--- config.mk ---
export PLATFORM = sky130hd
export DESIGN_NAME = mem_access_unit
export DESIGN_NICKNAME = d
export VERILOG_FILES = /design/src/rtl/mem_access_unit.sv
export SDC_FILE = /design/constraint.sdc
export NUM_CORES = 1
export LEC_CHECK = 0
export ABC_AREA = 1
export CAP_MARGIN = 0
export CORE_MARGIN = 2
export CORE_UTILIZATION = 46
export CTS_BUF_LIST = sky130_fd_sc_hd__clkbuf_8
export CTS_CLUSTER_SIZE = 8
export DETAILED_ROUTE_END_ITERATION = 8
export HOLD_SLACK_MARGIN = 0.06
export PLACE_DENSITY = 0.87
export SLEW_MARGIN = 20
export SYNTH_ARGS = -nofsm -noshare
export SYNTH_HDL_FRONTEND = slang
export SYNTH_SLANG_ARGS = --single-unit
--- constraint.sdc ---
create_clock -name clk_i -period 3.1 [get_ports clk_i]
set_clock_uncertainty 0.15 [all_clocks]
set_input_delay 0.465 -clock clk_i [delete_from_list [all_inputs] [get_ports clk_i]]
set_output_delay 0.465 -clock clk_i [all_outputs]
set_load 0.1 [all_outputs]
--- src/rtl/mem_access_unit.sv ---
// mem_access_unit: single-outstanding load/store front end for the byte-addressed data memory.
// Build option MEM_MISALIGN_SPLIT_EN: misaligned half/word accesses run as byte beats instead of erroring.
module mem_access_unit #(
  parameter int BYTE_SIZE  = 4,
  parameter int ADDR_WIDTH = 32
) (
  input  logic                   clk_i,
  input  logic                   rst_i,
  input  logic                   req_valid_i,
  output logic                   req_ready_o,
  input  logic                   req_we_i,
  input  logic [2:0]             req_size_i,
  input  logic [ADDR_WIDTH-1:0]  req_addr_i,
  input  logic [BYTE_SIZE*8-1:0] req_wdata_i,
  output logic                   resp_valid_o,
  output logic                   resp_err_o,
  output logic [BYTE_SIZE*8-1:0] resp_rdata_o,
  output logic                   mem_we_o,
  output logic [2:0]             mem_size_o,
  output logic [ADDR_WIDTH-1:0]  mem_addr_o,
  output logic [BYTE_SIZE*8-1:0] mem_wd_o,
  input  logic [BYTE_SIZE*8-1:0] mem_rd_i
);

  localparam int DW = BYTE_SIZE * 8;

  typedef enum logic [1:0] {S_IDLE, S_ACCESS, S_SPLIT, S_RESP} state_t;

  state_t                state_q;
  logic                  we_q;
  logic                  req_ready_q, resp_valid_q, resp_err_q, mem_we_q;
  logic [DW-1:0]         resp_rdata_q, mem_wd_q;
  logic [2:0]            mem_size_q;
  logic [ADDR_WIDTH-1:0] mem_addr_q;
  logic                  size_illegal_d, misaligned_d;
  logic [2:0]            st_size_d;

  assign size_illegal_d = (req_size_i > 3'b100);

  always_comb begin
    misaligned_d = 1'b0;
    case (req_size_i)
      3'b000:         misaligned_d = (req_addr_i[1:0] != 2'b00);
      3'b001, 3'b010: misaligned_d = req_addr_i[0];
      default:        misaligned_d = 1'b0;
    endcase
  end

  // The memory only writes size codes 000/001/011; signedness is meaningless for stores.
  always_comb begin
    st_size_d = req_size_i;
    case (req_size_i)
      3'b010:  st_size_d = 3'b001;
      3'b100:  st_size_d = 3'b011;
      default: st_size_d = req_size_i;
    endcase
  end

`ifdef MEM_MISALIGN_SPLIT_EN
  logic [1:0]            beat_q, beat_nxt;
  logic                  last_beat;
  logic [ADDR_WIDTH-1:0] addr_q;
  logic [2:0]            size_q;
  logic [DW-1:0]         wdata_q, rdata_q, asm_d;

  assign beat_nxt  = beat_q + 2'd1;
  assign last_beat = (size_q == 3'b000) ? (beat_q == 2'd3) : (beat_q == 2'd1);

  always_comb begin
    asm_d = rdata_q;
    asm_d[{beat_q, 3'b000} +: 8] = mem_rd_i[7:0];
  end

  function automatic logic [DW-1:0] extend(input logic [2:0] sz, input logic [DW-1:0] d);
    case (sz)
      3'b001:  return {{(DW-16){d[15]}}, d[15:0]};
      3'b010:  return {{(DW-16){1'b0}}, d[15:0]};
      default: return d;
    endcase
  endfunction
`endif

  always_ff @(posedge clk_i) begin
    if (rst_i) begin
      state_q      <= S_IDLE;
      we_q         <= 1'b0;
      req_ready_q  <= 1'b1;
      resp_valid_q <= 1'b0;
      resp_err_q   <= 1'b0;
      resp_rdata_q <= '0;
      mem_we_q     <= 1'b0;
      mem_size_q   <= 3'b000;
      mem_addr_q   <= '0;
      mem_wd_q     <= '0;
`ifdef MEM_MISALIGN_SPLIT_EN
      beat_q       <= 2'd0;
      addr_q       <= '0;
      size_q       <= 3'b000;
      wdata_q      <= '0;
      rdata_q      <= '0;
`endif
    end else begin
      case (state_q)
        S_IDLE: begin
          if (req_valid_i && req_ready_q) begin
            req_ready_q <= 1'b0;
            we_q        <= req_we_i;
            if (size_illegal_d) begin
              state_q      <= S_RESP;
              resp_valid_q <= 1'b1;
              resp_err_q   <= 1'b1;
              resp_rdata_q <= '0;
            end else if (misaligned_d) begin
`ifdef MEM_MISALIGN_SPLIT_EN
              state_q    <= S_SPLIT;
              beat_q     <= 2'd0;
              addr_q     <= req_addr_i;
              size_q     <= req_size_i;
              wdata_q    <= req_wdata_i;
              rdata_q    <= '0;
              mem_we_q   <= req_we_i;
              mem_size_q <= req_we_i ? 3'b011 : 3'b100;
              mem_addr_q <= req_addr_i;
              mem_wd_q   <= req_we_i ? DW'(req_wdata_i[7:0]) : '0;
`else
              state_q      <= S_RESP;
              resp_valid_q <= 1'b1;
              resp_err_q   <= 1'b1;
              resp_rdata_q <= '0;
`endif
            end else begin
              state_q    <= S_ACCESS;
              mem_we_q   <= req_we_i;
              mem_size_q <= req_we_i ? st_size_d : req_size_i;
              mem_addr_q <= req_addr_i;
              mem_wd_q   <= req_we_i ? req_wdata_i : '0;
            end
          end
        end
        S_ACCESS: begin
          state_q      <= S_RESP;
          mem_we_q     <= 1'b0;
          mem_size_q   <= 3'b000;
          mem_addr_q   <= '0;
          mem_wd_q     <= '0;
          resp_valid_q <= 1'b1;
          resp_err_q   <= 1'b0;
          resp_rdata_q <= we_q ? '0 : mem_rd_i;
        end
`ifdef MEM_MISALIGN_SPLIT_EN
        S_SPLIT: begin
          rdata_q <= asm_d;
          if (last_beat) begin
            state_q      <= S_RESP;
            mem_we_q     <= 1'b0;
            mem_size_q   <= 3'b000;
            mem_addr_q   <= '0;
            mem_wd_q     <= '0;
            resp_valid_q <= 1'b1;
            resp_err_q   <= 1'b0;
            resp_rdata_q <= we_q ? '0 : extend(size_q, asm_d);
          end else begin
            beat_q     <= beat_nxt;
            mem_addr_q <= addr_q + ADDR_WIDTH'(beat_nxt);
            mem_wd_q   <= we_q ? DW'(wdata_q[{beat_nxt, 3'b000} +: 8]) : '0;
          end
        end
`endif
        S_RESP: begin
          state_q      <= S_IDLE;
          req_ready_q  <= 1'b1;
          resp_valid_q <= 1'b0;
          resp_err_q   <= 1'b0;
          resp_rdata_q <= '0;
        end
        default: begin
          state_q     <= S_IDLE;
          req_ready_q <= 1'b1;
        end
      endcase
    end
  end

  assign req_ready_o  = req_ready_q;
  assign resp_valid_o = resp_valid_q;
  assign resp_err_o   = resp_err_q;
  assign resp_rdata_o = resp_rdata_q;
  assign mem_we_o     = mem_we_q;
  assign mem_size_o   = mem_size_q;
  assign mem_addr_o   = mem_addr_q;
  assign mem_wd_o     = mem_wd_q;

endmodule

==> impl_results.md, run 1 <==
* Run status: complete, no violations
* Crit path DAT at 2.50 ns
* Crit path max-delay family: simple AND/OR/NAND/NOR gates
* Rows at 36
* Via density at 4.93
* Initial antenna violation count at 0
* Largest net degree at the start of global routing at 39
* Grt ovf at 0
* Leakage power at 3.07 nW
* Clock root buffer: clkbuf_8
* CTS tree: built
* CTS resizes at 0
* Die width at 104 µm
* Cts hold-fix bufs at 0
* Max-cap violation count at 0
* Placer congestion estimate at 0.807
* CTS Buffer Depth at 2
* Ant diodes at 0
* Wire per inst at 13.5 µm
* RSZ-0062 raised after global routing: no
* CP cell instances: clkdlybuf4s50_1 > nor2_1 > nand2_1 > nand2_1 > inv_1 > nand2_1 > nand2_1 > o21ai_0 > nor2_1
* VDD IR-drop max at 0.000282 V
* # clock sinks at 106
* Most used cell, CP: nand2_1
* Cells after Synth at 664
* Min-Delay Path Class: reg -> reg
* Worst setup SP type: primary input
* Clock Latency Late Sink at 0.35 ns
* Warnings, synthesis at 0
* Routed Antenna Nets at 0
* Seq/Total Area, Yosys at 46.4%
* Worst path slowest cell: nand2_1
* Slew @ Worst Pin at 1.00 ns
* Clock-pin slew of the registers on the worst-case setup and hold paths at 0.09 ns
* Syn Area/Cell at 6.89 µm²
* Routed wire length at 13.3 mm
* Layout cells sized above 1 at 16.5%
* DRC at 0
* Commonest non-fill, non-tap cell in the layout: nor2_1
* Starting density of the core at 47.0%
* Worst path required time at 3.20 ns
* Largest incremental delay on the critical path at 0.52 ns
* Critical path buffer and inverter count at 2
* Final hold slack at 0.313 ns
* Max Slew Vio Count at 0
* Max Freq at 0.415 GHz
* # nets final at 950
* Synth cell types at 21
* Htree depth at 3
* Final cycle utilization of the critical path at 77.7%
* Critical path class: in -> reg
* Most frequent cells in the layout: nor2_1 (204), buf_4 (116), nand2_1 (114)
* Post-synthesis register bit count at 106
* Placed Area at 6400 µm²
* Total power at 4.51 mW
* Die Ht at 104 µm
* Total CTS buffers at 9
* DPL Wire Length at 9.35 mm
* Final setup violation count at 0
* Fin. Hold Viols at 0
* Vias in the first global route at 4587
* Final instance area at 6610 µm²
* Power Dens Cells at 683 nW/µm²
* PortBufs at 205
* Postcts setup bufs at 0
* DRT iter0 DRCs at 249
* Net Count, Synth at 767
* Worst Path Max Fanout at 33
* First-pass GRT wire length at 21.7 mm
* Post-Route Setup TNS at 0 ns
* Die Area at 10800 µm²
* DRT Pass-1 Iters at 4
* Core Box Area at 9730 µm²
* Final min period at 2.41 ns
* Post-Synthesis Cell Area at 4580 µm²
* Area grow syn2layout at 44.5%
* Slew headroom at 33.2%
* # IOs at 206
* Vias after detailed routing at 4852
* Crit end category: register
* GRT Total Usage at 24.2%
-- metrics by stage --
step | util (%) | std cells | worst slack [ns]
final | 67.9 | 984 | 0.692
after global routing | 67.9 | 984 | 0.534
after CTS | 67.9 | 984 | 0.713
after global placement | 65.8 | 969 | 0.509
after detailed placement | 65.8 | 969 | 0.328
after floorplan | - | 664 | 0.812
-- state kept, by name, indices dropped and copies added, names as in the netlist --
| name | cells |
|---|---|
| we_q | 1 |
| mem_we_o | 1 |
| state_q | 2 |
| mem_addr_o | 32 |
| resp_err_o | 1 |
| req_ready_o | 1 |
| resp_valid_o | 1 |
| mem_wd_o | 32 |
| resp_rdata_o | 32 |
| mem_size_o | 3 |
-- Yosys cell counts (all sizes together) --
master	count	area share, %
nor2	206	17
a21oi	39	4.3
xor2	1	0.19
nand3	39	4.5
or2	1	0.14
inv	42	3.4
o211ai	1	0.16
nand2	116	9.6
o21ai	34	3.7
clkinv	1	0.082
dfxtp	106	46
clkbuf	20	1.6
nand3b	32	5.3
buf	26	3.4
-- kinds of logic after synthesis --
kind of cell,share of synthesized area [%]
simple gates,36.7
flops,46.4
buf+inv,8.56
compound gates,8.15
xor+xnor,0.191
-- where the power goes --
group	total [mW]	leakage [nW]	switching, mW	internal [mW]
sequential	1.59	0.869	0.0816	1.51
clock	0.894	0.105	0.447	0.447
combinational	2.03	2.09	1.54	0.489
-- final cells by class --
type / count / area [µm²]
Clock buffer: 9 / 124
Clock inverter: 6 / 82.6
Fill cell: 818 / 3120
Inverter: 43 / 161
Multi-Input combinational cell: 469 / 2060
Sequential cell: 106 / 2120
Tap cell: 133 / 166
Timing Repair Buffer: 218 / 1890
-- metal layers --
layer / track usage (%) / up-vias / wire (µm)
li1: - / 2430 / -
met1: 28.3 / 2212 / 5330
met2: 42.7 / 181 / 6770
met3: 5.35 / 29 / 861
met4: 9.85 / 0 / 378
met5: 0 / - / 0
-- worst register-to-register path, delay by kind of cell (launching register included) --
family | cells | cell delay [ns]
simple gates | 5 | 0.70
buf+inv | 3 | 0.91
flops | 1 | 0.38
-- worst paths after layout --
| check | start | to | slack [ns] | cells past startpoint |
|---|---|---|---|---|
| worst min register to register | resp_err_o | resp_err_o | 0.31 | 2 |
| worst max-delay path | req_size_i[1] | mem_addr_o[8] | 0.69 | 9 |
| worst max register to register | state_q[1] | mem_addr_o[30] | 0.90 | 8 |
| worst min-delay path | resp_err_o | resp_err_o | 0.31 | 2 |
Power figures use the tool's default switching activity.
==> inputs of run 2 (changes only) <==
--- a/config.mk
+++ b/config.mk
@@ -8,12 +8,12 @@
 export ABC_AREA = 1
 export CAP_MARGIN = 0
 export CORE_MARGIN = 2
-export CORE_UTILIZATION = 46
+export CORE_UTILIZATION = 43
 export CTS_BUF_LIST = sky130_fd_sc_hd__clkbuf_8
 export CTS_CLUSTER_SIZE = 8
 export DETAILED_ROUTE_END_ITERATION = 8
 export HOLD_SLACK_MARGIN = 0.06
-export PLACE_DENSITY = 0.87
+export PLACE_DENSITY = 0.82
 export SLEW_MARGIN = 20
 export SYNTH_ARGS = -nofsm -noshare
 export SYNTH_HDL_FRONTEND = slang
==> constraint.sdc (replaced) <==
create_clock -name clk_i -period 2.24 [get_ports clk_i]
set_clock_uncertainty 0.15 [all_clocks]
set_input_delay 0.336 -clock clk_i [delete_from_list [all_inputs] [get_ports clk_i]]
set_output_delay 0.336 -clock clk_i [all_outputs]
set_load 0.1 [all_outputs]
==> impl_results.md, run 2 (synthesized netlist as in run 1, its figures left out) <==
* Run status: complete, no violations
* Starting density of the core at 44.3% (-2.7 points)
* Commonest non-fill, non-tap cell in the layout: nor2_1
* CTS Buffer Depth at 2 (unchanged)
* # clock sinks at 106 (unchanged)
* DRC at 0 (unchanged)
* Crit path DAT at 2.09 ns (-0.41 ns)
* Power Dens Cells at 930 nW/µm² (+36%)
* # IOs at 206 (unchanged)
* Hold Crit Depth at 2 (unchanged)
* Placer congestion estimate at 0.778 (-3.5%)
* Worst hold start: mem_wd_o[9]
* Routed Antenna Nets at 0 (unchanged)
* Initial antenna violation count at 0 (unchanged)
* Worst R2R Path Depth at 7 (-1)
* Leakage power at 3.10 nW (+1.1%)
* CTS tree: built
* Postcts setup bufs at 0 (unchanged)
* VDD IR-drop max at 0.000494 V (+75%)
* Core Box Area at 10300 µm² (+6.1%)
* CP startpoint: req_size_i[1]
* Clock-pin slew of the registers on the worst-case setup and hold paths at 0.10 ns (about the same)
* Slew @ Worst Pin at 0.627 ns (-0.373 ns)
* # nets final at 956 (+0.63%)
* Final setup violation count at 0 (unchanged)
* Worst path required time at 2.38 ns (-0.82 ns)
* Final min period at 1.94 ns
* Cts hold-fix bufs at 0 (unchanged)
* Area grow syn2layout at 45.7%
* Critical path class: in -> reg
* Final cycle utilization of the critical path at 86.8%
* PortBufs at 205 (unchanged)
* Slew headroom at 58.2% (+25 points)
* Vias in the first global route at 4366 (-4.8%)
* CTS resizes at 0 (unchanged)
* Max Slew Vio Count at 0 (unchanged)
* Crit end category: register
* Die Ht at 107 µm (+3.3%)
* GRT Total Usage at 21.6% (-2.5 points)
* Die Area at 11500 µm² (+6.7%)
* Vias after detailed routing at 4815 (-0.76%)
* Clock Latency Late Sink at 0.35 ns (about the same)
* Worst Path Max Fanout at 35 (+6.1%)
* Total CTS buffers at 9 (unchanged)
* Clock root buffer: clkbuf_8
* Fin. Hold Viols at 0 (unchanged)
* Wire per inst at 13.0 µm (-3.7%)
* RSZ-0062 raised after global routing: no
* DRT iter0 DRCs at 272 (+9.2%)
* Routed wire length at 13.0 mm (-2.7%)
* Max Freq at 0.514 GHz
* Largest net degree at the start of global routing at 39 (unchanged)
* Max-cap violation count at 0 (unchanged)
* Post-Route Setup TNS at 0 ns (unchanged)
* DPL Wire Length at 9.20 mm (-1.6%)
* R2r startpoint: state_q[0]
* DRT Pass-1 Iters at 4 (unchanged)
* Grt ovf at 0 (unchanged)
* Die width at 107 µm (+3.3%)
* First-pass GRT wire length at 20.2 mm (-7.0%)
* Via density at 4.84 (-1.8%)
* Layout cells sized above 1 at 17.2% (+0.80 points)
* Most frequent cells in the layout: nor2_1 (203), buf_4 (121), nand2_1 (114)
* Worst setup SP type: primary input
* Rows at 37 (+2.8%)
* Final instance area at 6670 µm² (+0.83%)
* Htree depth at 3 (unchanged)
* Min-Delay Path Class: reg -> reg
* Placed Area at 6470 µm² (+1.0%)
* Ant diodes at 0 (unchanged)
[run 2: per-layer routing]
metal,up-vias,global-route usage (%),routed length (µm)
met5,-,0,0
met4,0,6.49,257
met3,21,6.87,1010
met2,152,37.3,6320
met1,2203,25.6,5390
li1,2439,-,-
[run 2: final cells by class]
type | instances | area [µm²]
Clock buffer | 10 | 138
Timing Repair Buffer | 224 | 1950
Fill cell | 896 | 3660
Tap cell | 136 | 170
Inverter | 43 | 161
Clock inverter | 6 | 58.8
Sequential cell | 106 | 2120
Multi-Input combinational cell | 469 | 2060
[run 2: power by group]
group | total, mW | internal, mW | leakage (nW) | switching [mW]
Sequential | 2.21 | 2.09 | 0.869 | 0.115
Clock | 1.17 | 0.541 | 0.105 | 0.633
Combinational | 2.82 | 0.701 | 2.13 | 2.12
[run 2: worst paths after layout]
path,to,slack (ns)
worst max-delay path,mem_addr_o[12],0.30
worst min-delay path,mem_wd_o[9],0.32
worst max register to register,mem_addr_o[12],0.47
worst min register to register,mem_wd_o[9],0.32
[run 2: through the flow]
| step | cells | power, mW | hold WS [ns] | setup WS (ns) | util, % |
|---|---|---|---|---|---|
| after floorplan | 664 | 4.38 | 0.285 | 0.307 | - |
| after global routing | 994 | 6.49 | 0.342 | 0.119 | 64.6 |
| after detailed placement | 978 | 5.07 | 0.304 | -0.0860 | 62.7 |
| after global placement | 978 | 5.03 | 0.297 | 0.0923 | 62.7 |
| final | 994 | 6.20 | 0.316 | 0.296 | 64.6 |
| after CTS | 994 | 6.24 | 0.319 | 0.196 | 64.6 |
[run 2: critical path: stages]
cell             delay, ns
clkdlybuf4s50_1       0.48
nor2_1                0.22
nand2_1               0.08
nand2_1               0.06
inv_1                 0.07
nand3_2               0.08
nand2_2               0.07
inv_2                 0.43
nor2_1                0.11
nor2_1                0.14
==> inputs of run 3 (changes only) <==
--- a/config.mk
+++ b/config.mk
@@ -5,15 +5,15 @@
 export SDC_FILE = /design/constraint.sdc
 export NUM_CORES = 1
 export LEC_CHECK = 0
-export ABC_AREA = 1
 export CAP_MARGIN = 0
 export CORE_MARGIN = 2
-export CORE_UTILIZATION = 43
+export CORE_UTILIZATION = 42
 export CTS_BUF_LIST = sky130_fd_sc_hd__clkbuf_8
 export CTS_CLUSTER_SIZE = 8
 export DETAILED_ROUTE_END_ITERATION = 8
 export HOLD_SLACK_MARGIN = 0.06
-export PLACE_DENSITY = 0.82
+export PLACE_DENSITY = 0.83
+export SKIP_CTS_REPAIR_TIMING = 1
 export SLEW_MARGIN = 20
 export SYNTH_ARGS = -nofsm -noshare
 export SYNTH_HDL_FRONTEND = slang
==> impl_results.md, run 3 <==
* Leakage power at 2.88 nW (-7.1%)
* Die Area at 10700 µm² (-7.0%)
* Max Freq at 0.509 GHz (-1.1%)
* Total CTS buffers at 9 (unchanged)
* Most used cell, CP: buf_12
* Initial antenna violation count at 0 (unchanged)
* Largest family of logic cells by synthesized area: compound AO/OA/AOI/OAI gates
* Slew headroom at 74.9% (+17 points)
* Worst setup SP type: primary input
* Mux cell area share after synthesis at 8.21% (+8.2 points)
* Htree depth at 3 (unchanged)
* Grt ovf at 0 (unchanged)
* Via density at 5.43 (+12%)
* Xor/xnor share of the synthesized area at 0.211% (+0.020 points)
* Final min period at 1.96 ns (+0.0208 ns)
* Crit path DAT at 2.08 ns (about the same)
* Synth cell types at 31 (+48%)
* # nets final at 685 (-28%)
* # IOs at 206 (unchanged)
* # clock sinks at 106 (unchanged)
* Die Ht at 103 µm (-3.6%)
* Combinational fraction of design power at 32.1% (-13 points)
* FF-to-FF End: mem_addr_o[22]
* Compound-Gate Fraction of Synth Area at 26.7% (+19 points)
* Vias in the first global route at 3744 (-14%)
* VDD IR-drop max at 0.000302 V (-39%)
* Worst hold path endpoint: mem_addr_o[2]
* Wire per inst at 16.4 µm (+26%)
* GRT Total Usage at 20.6% (-1.0 points)
* Top_reg_cell synth: dfxtp_1
* Final cycle utilization of the critical path at 87.7% (+0.93 points)
* Worst hold start: mem_addr_o[2]
* Worst path slowest cell: clkdlybuf4s50_1
* Post-synth EDFFs at 0 (unchanged)
* PortBufs at 205 (unchanged)
* Seq/Total Area, Yosys at 51.2% (+4.8 points)
* Clock power frac at 24.0% (+5.1 points)
* Most frequent cells in the layout: buf_4 (117), dfxtp_1 (105), clkdlybuf4s50_1 (102)
* Worst Path Max Fanout at 42 (+20%)
* Synth Area in Simple Gates at 8.15% (-29 points)
* CP cell instances: clkdlybuf4s50_1 > o21ai_1 > o21ai_2 > buf_12 > nor3_4 > buf_12 > mux2i_1
* DRT iter0 DRCs at 112 (-59%)
* Largest incremental delay on the critical path at 0.46 ns (-0.02 ns)
* Layout cells sized above 1 at 25.6% (+8.3 points)
* Multi-input logic area at 1810 µm² (-12%)
* Seq pwr share at 43.9% (+8.3 points)
* Reg-to-reg slack, setup at 0.45 ns (-0.02 ns)
* Filler cell count at 755 (-16%)
* Post-synthesis register bit count at 106 (unchanged)
* Slew @ Worst Pin at 0.376 ns (-0.251 ns)
* Hold Crit Depth at 2 (unchanged)
* Cells after Synth at 388 (-42%)
* Post-synthesis async set-or-reset flop share at 0% (unchanged)
* Worst path required time at 2.35 ns (-0.03 ns)
* Starting density of the core at 42.8% (-1.5 points)
* Min-Delay Path Class: reg -> reg
* Adder-Cell Fraction of Synth Area at 0% (unchanged)
* Core Box Area at 9680 µm² (-6.2%)
* Yosys top cell by area: dfxtp_1
* Top post-synthesis cells by area: dfxtp_1 (51%), mux2i_1 (8.2%), a32o_1 (7.7%)
* Post-Route Setup TNS at 0 ns (unchanged)
* DRT Pass-1 Iters at 6 (+2)
* Max-cap violation count at 0 (unchanged)
* Rows at 36 (-2.7%)
* Area grow syn2layout at 54.3%
* DRC at 0 (unchanged)
* RSZ-0062 raised after global routing: no
* Commonest non-fill, non-tap cell in the layout: buf_4
* Die width at 103 µm (-3.6%)
* Worst R2R Path Depth at 5 (-2)
* Clock root buffer: clkbuf_8
* Sw Pwr at 1.75 mW (-39%)
* DPL Wire Length at 8.49 mm (-7.8%)
* CTS tree: built
* R2r startpoint: req_ready_o
* Crit path max-delay family: buffers and inverters
* Net Count, Synth at 491 (-36%)
* Final hold slack at 0.313 ns (-0.00291 ns)
* Post-Synthesis Cell Area at 4150 µm² (-9.4%)
* Count leader, synth: dfxtp_1
* Ant diodes at 0 (unchanged)
* Routed wire length at 11.8 mm (-9.1%)
* Top cell type's share of synthesized area at 51.2% (+4.8 points)
* Vias after detailed routing at 3906 (-19%)
* Net Sw Frac at 37.8% (-8.4 points)
* Crit end category: register
* Placer congestion estimate at 0.788 (+1.2%)
* Final setup violation count at 0 (unchanged)
* Clock-pin slew of the registers on the worst-case setup and hold paths at 0.09 ns (about the same)
* Critical path class: in -> reg
* Int Pwr at 2.89 mW (-13%)
* Routed Antenna Nets at 0 (unchanged)
* Register area at 2120 µm² (unchanged)
* Power Dens Cells at 726 nW/µm² (-22%)
* Max Slew Vio Count at 0 (unchanged)
* Warnings, synthesis at 0 (unchanged)
* Run status: complete, no violations
* Syn Area/Cell at 10.7 µm² (+55%)
* Fin. Hold Viols at 0 (unchanged)
* First-pass GRT wire length at 17.7 mm (-12%)
* Largest net degree at the start of global routing at 67 (+72%)
* Critical path buffer and inverter count at 3 (unchanged)
* Most frequent cells after synthesis: dfxtp_1 (106), nand2_1 (67), mux2i_1 (34)
* CTS Buffer Depth at 2 (unchanged)
* Clock Latency Late Sink at 0.35 ns (about the same)
==> run 3: cell types whose count changed after synthesis, moves of 34 or more <==
| cell | change |
|---|---|
| inv_1 | -37 |
| nand2_1 | -47 |
| mux2i_1 | +34 |
| nor2_1 | -200 |
| a21oi_1 | -34 |
| nand3_1 | -36 |
==> run 3: how the worst max path moves through the flow <==
stage	start	endpoint	slack, ns	cells past startpoint
3_5_place_dp	req_size_i[0]	mem_addr_o[22]	-0.06	7
5_1_grt	req_size_i[0]	mem_addr_o[22]	0.19	7
3_3_place_gp	req_size_i[1]	mem_addr_o[5]	0.02	7
6_report	req_size_i[0]	mem_addr_o[22]	0.28	7
4_1_cts	req_size_i[0]	mem_addr_o[22]	0.30	7
2_1_floorplan	req_ready_o	mem_wd_o[10]	0.09	6
==> run 3: per-stage QoR <==
step | setup WS (ns) | utilization (%) | std cells | area [µm²] | power, mW
final | 0.275 | 66.0 | 720 | 6390 | 4.64
after global routing | 0.191 | 66.0 | 720 | 6390 | 4.83
after CTS | 0.302 | 66.0 | 720 | 6390 | 4.69
after detailed placement | -0.0624 | 64.1 | 704 | 6210 | 3.57
after global placement | 0.0226 | 64.1 | 704 | 6210 | 3.55
after floorplan | 0.0909 | - | 388 | 4150 | 3.09
==> run 3: per-layer routing <==
| metal | up-vias | GRT usage, % | wire length (µm) |
|---|---|---|---|
| li1 | 1881 | - | - |
| met1 | 1853 | 25.0 | 4710 |
| met2 | 158 | 36.9 | 6100 |
| met3 | 14 | 3.70 | 829 |
| met4 | 0 | 6.48 | 143 |
| met5 | - | 0 | 0 |
==> run 3: final cells by class <==
class	instances	area share, %
Inverter	2	0.117
Clock buffer	10	2.15
Tap cell	133	2.60
Sequential cell	106	33.2
Multi-Input combinational cell	234	28.3
Clock inverter	6	0.763
Timing Repair Buffer	229	32.8
==> run 3: worst min-delay path, cell delays in order (launching register included) <==
cell	delay, ns
dfxtp_1	0.32
nand2_1	0.05
mux2i_1	0.05
==> run 3: power groups by stage <==
stage / clock (mW) / combinational, mW / sequential (mW)
final: 1.12 / 1.49 / 2.04
after global routing: 1.23 / 1.55 / 2.05
after CTS: 1.15 / 1.49 / 2.04
after detailed placement: 0 / 1.49 / 2.08
after global placement: 0 / 1.47 / 2.08
after floorplan: 0 / 0.341 / 2.75
==> run 3: logic make-up (layout without fill, tap and decap cells) <==
logic type | after synthesis | count (layout)
AOI/OAI and AO/OA | 118 | 118
xor gates and xnor gates | 1 | 1
buffers and inverters | 48 | 247
DFF | 106 | 106
muxes | 34 | 34
and+or+nand+nor | 81 | 81
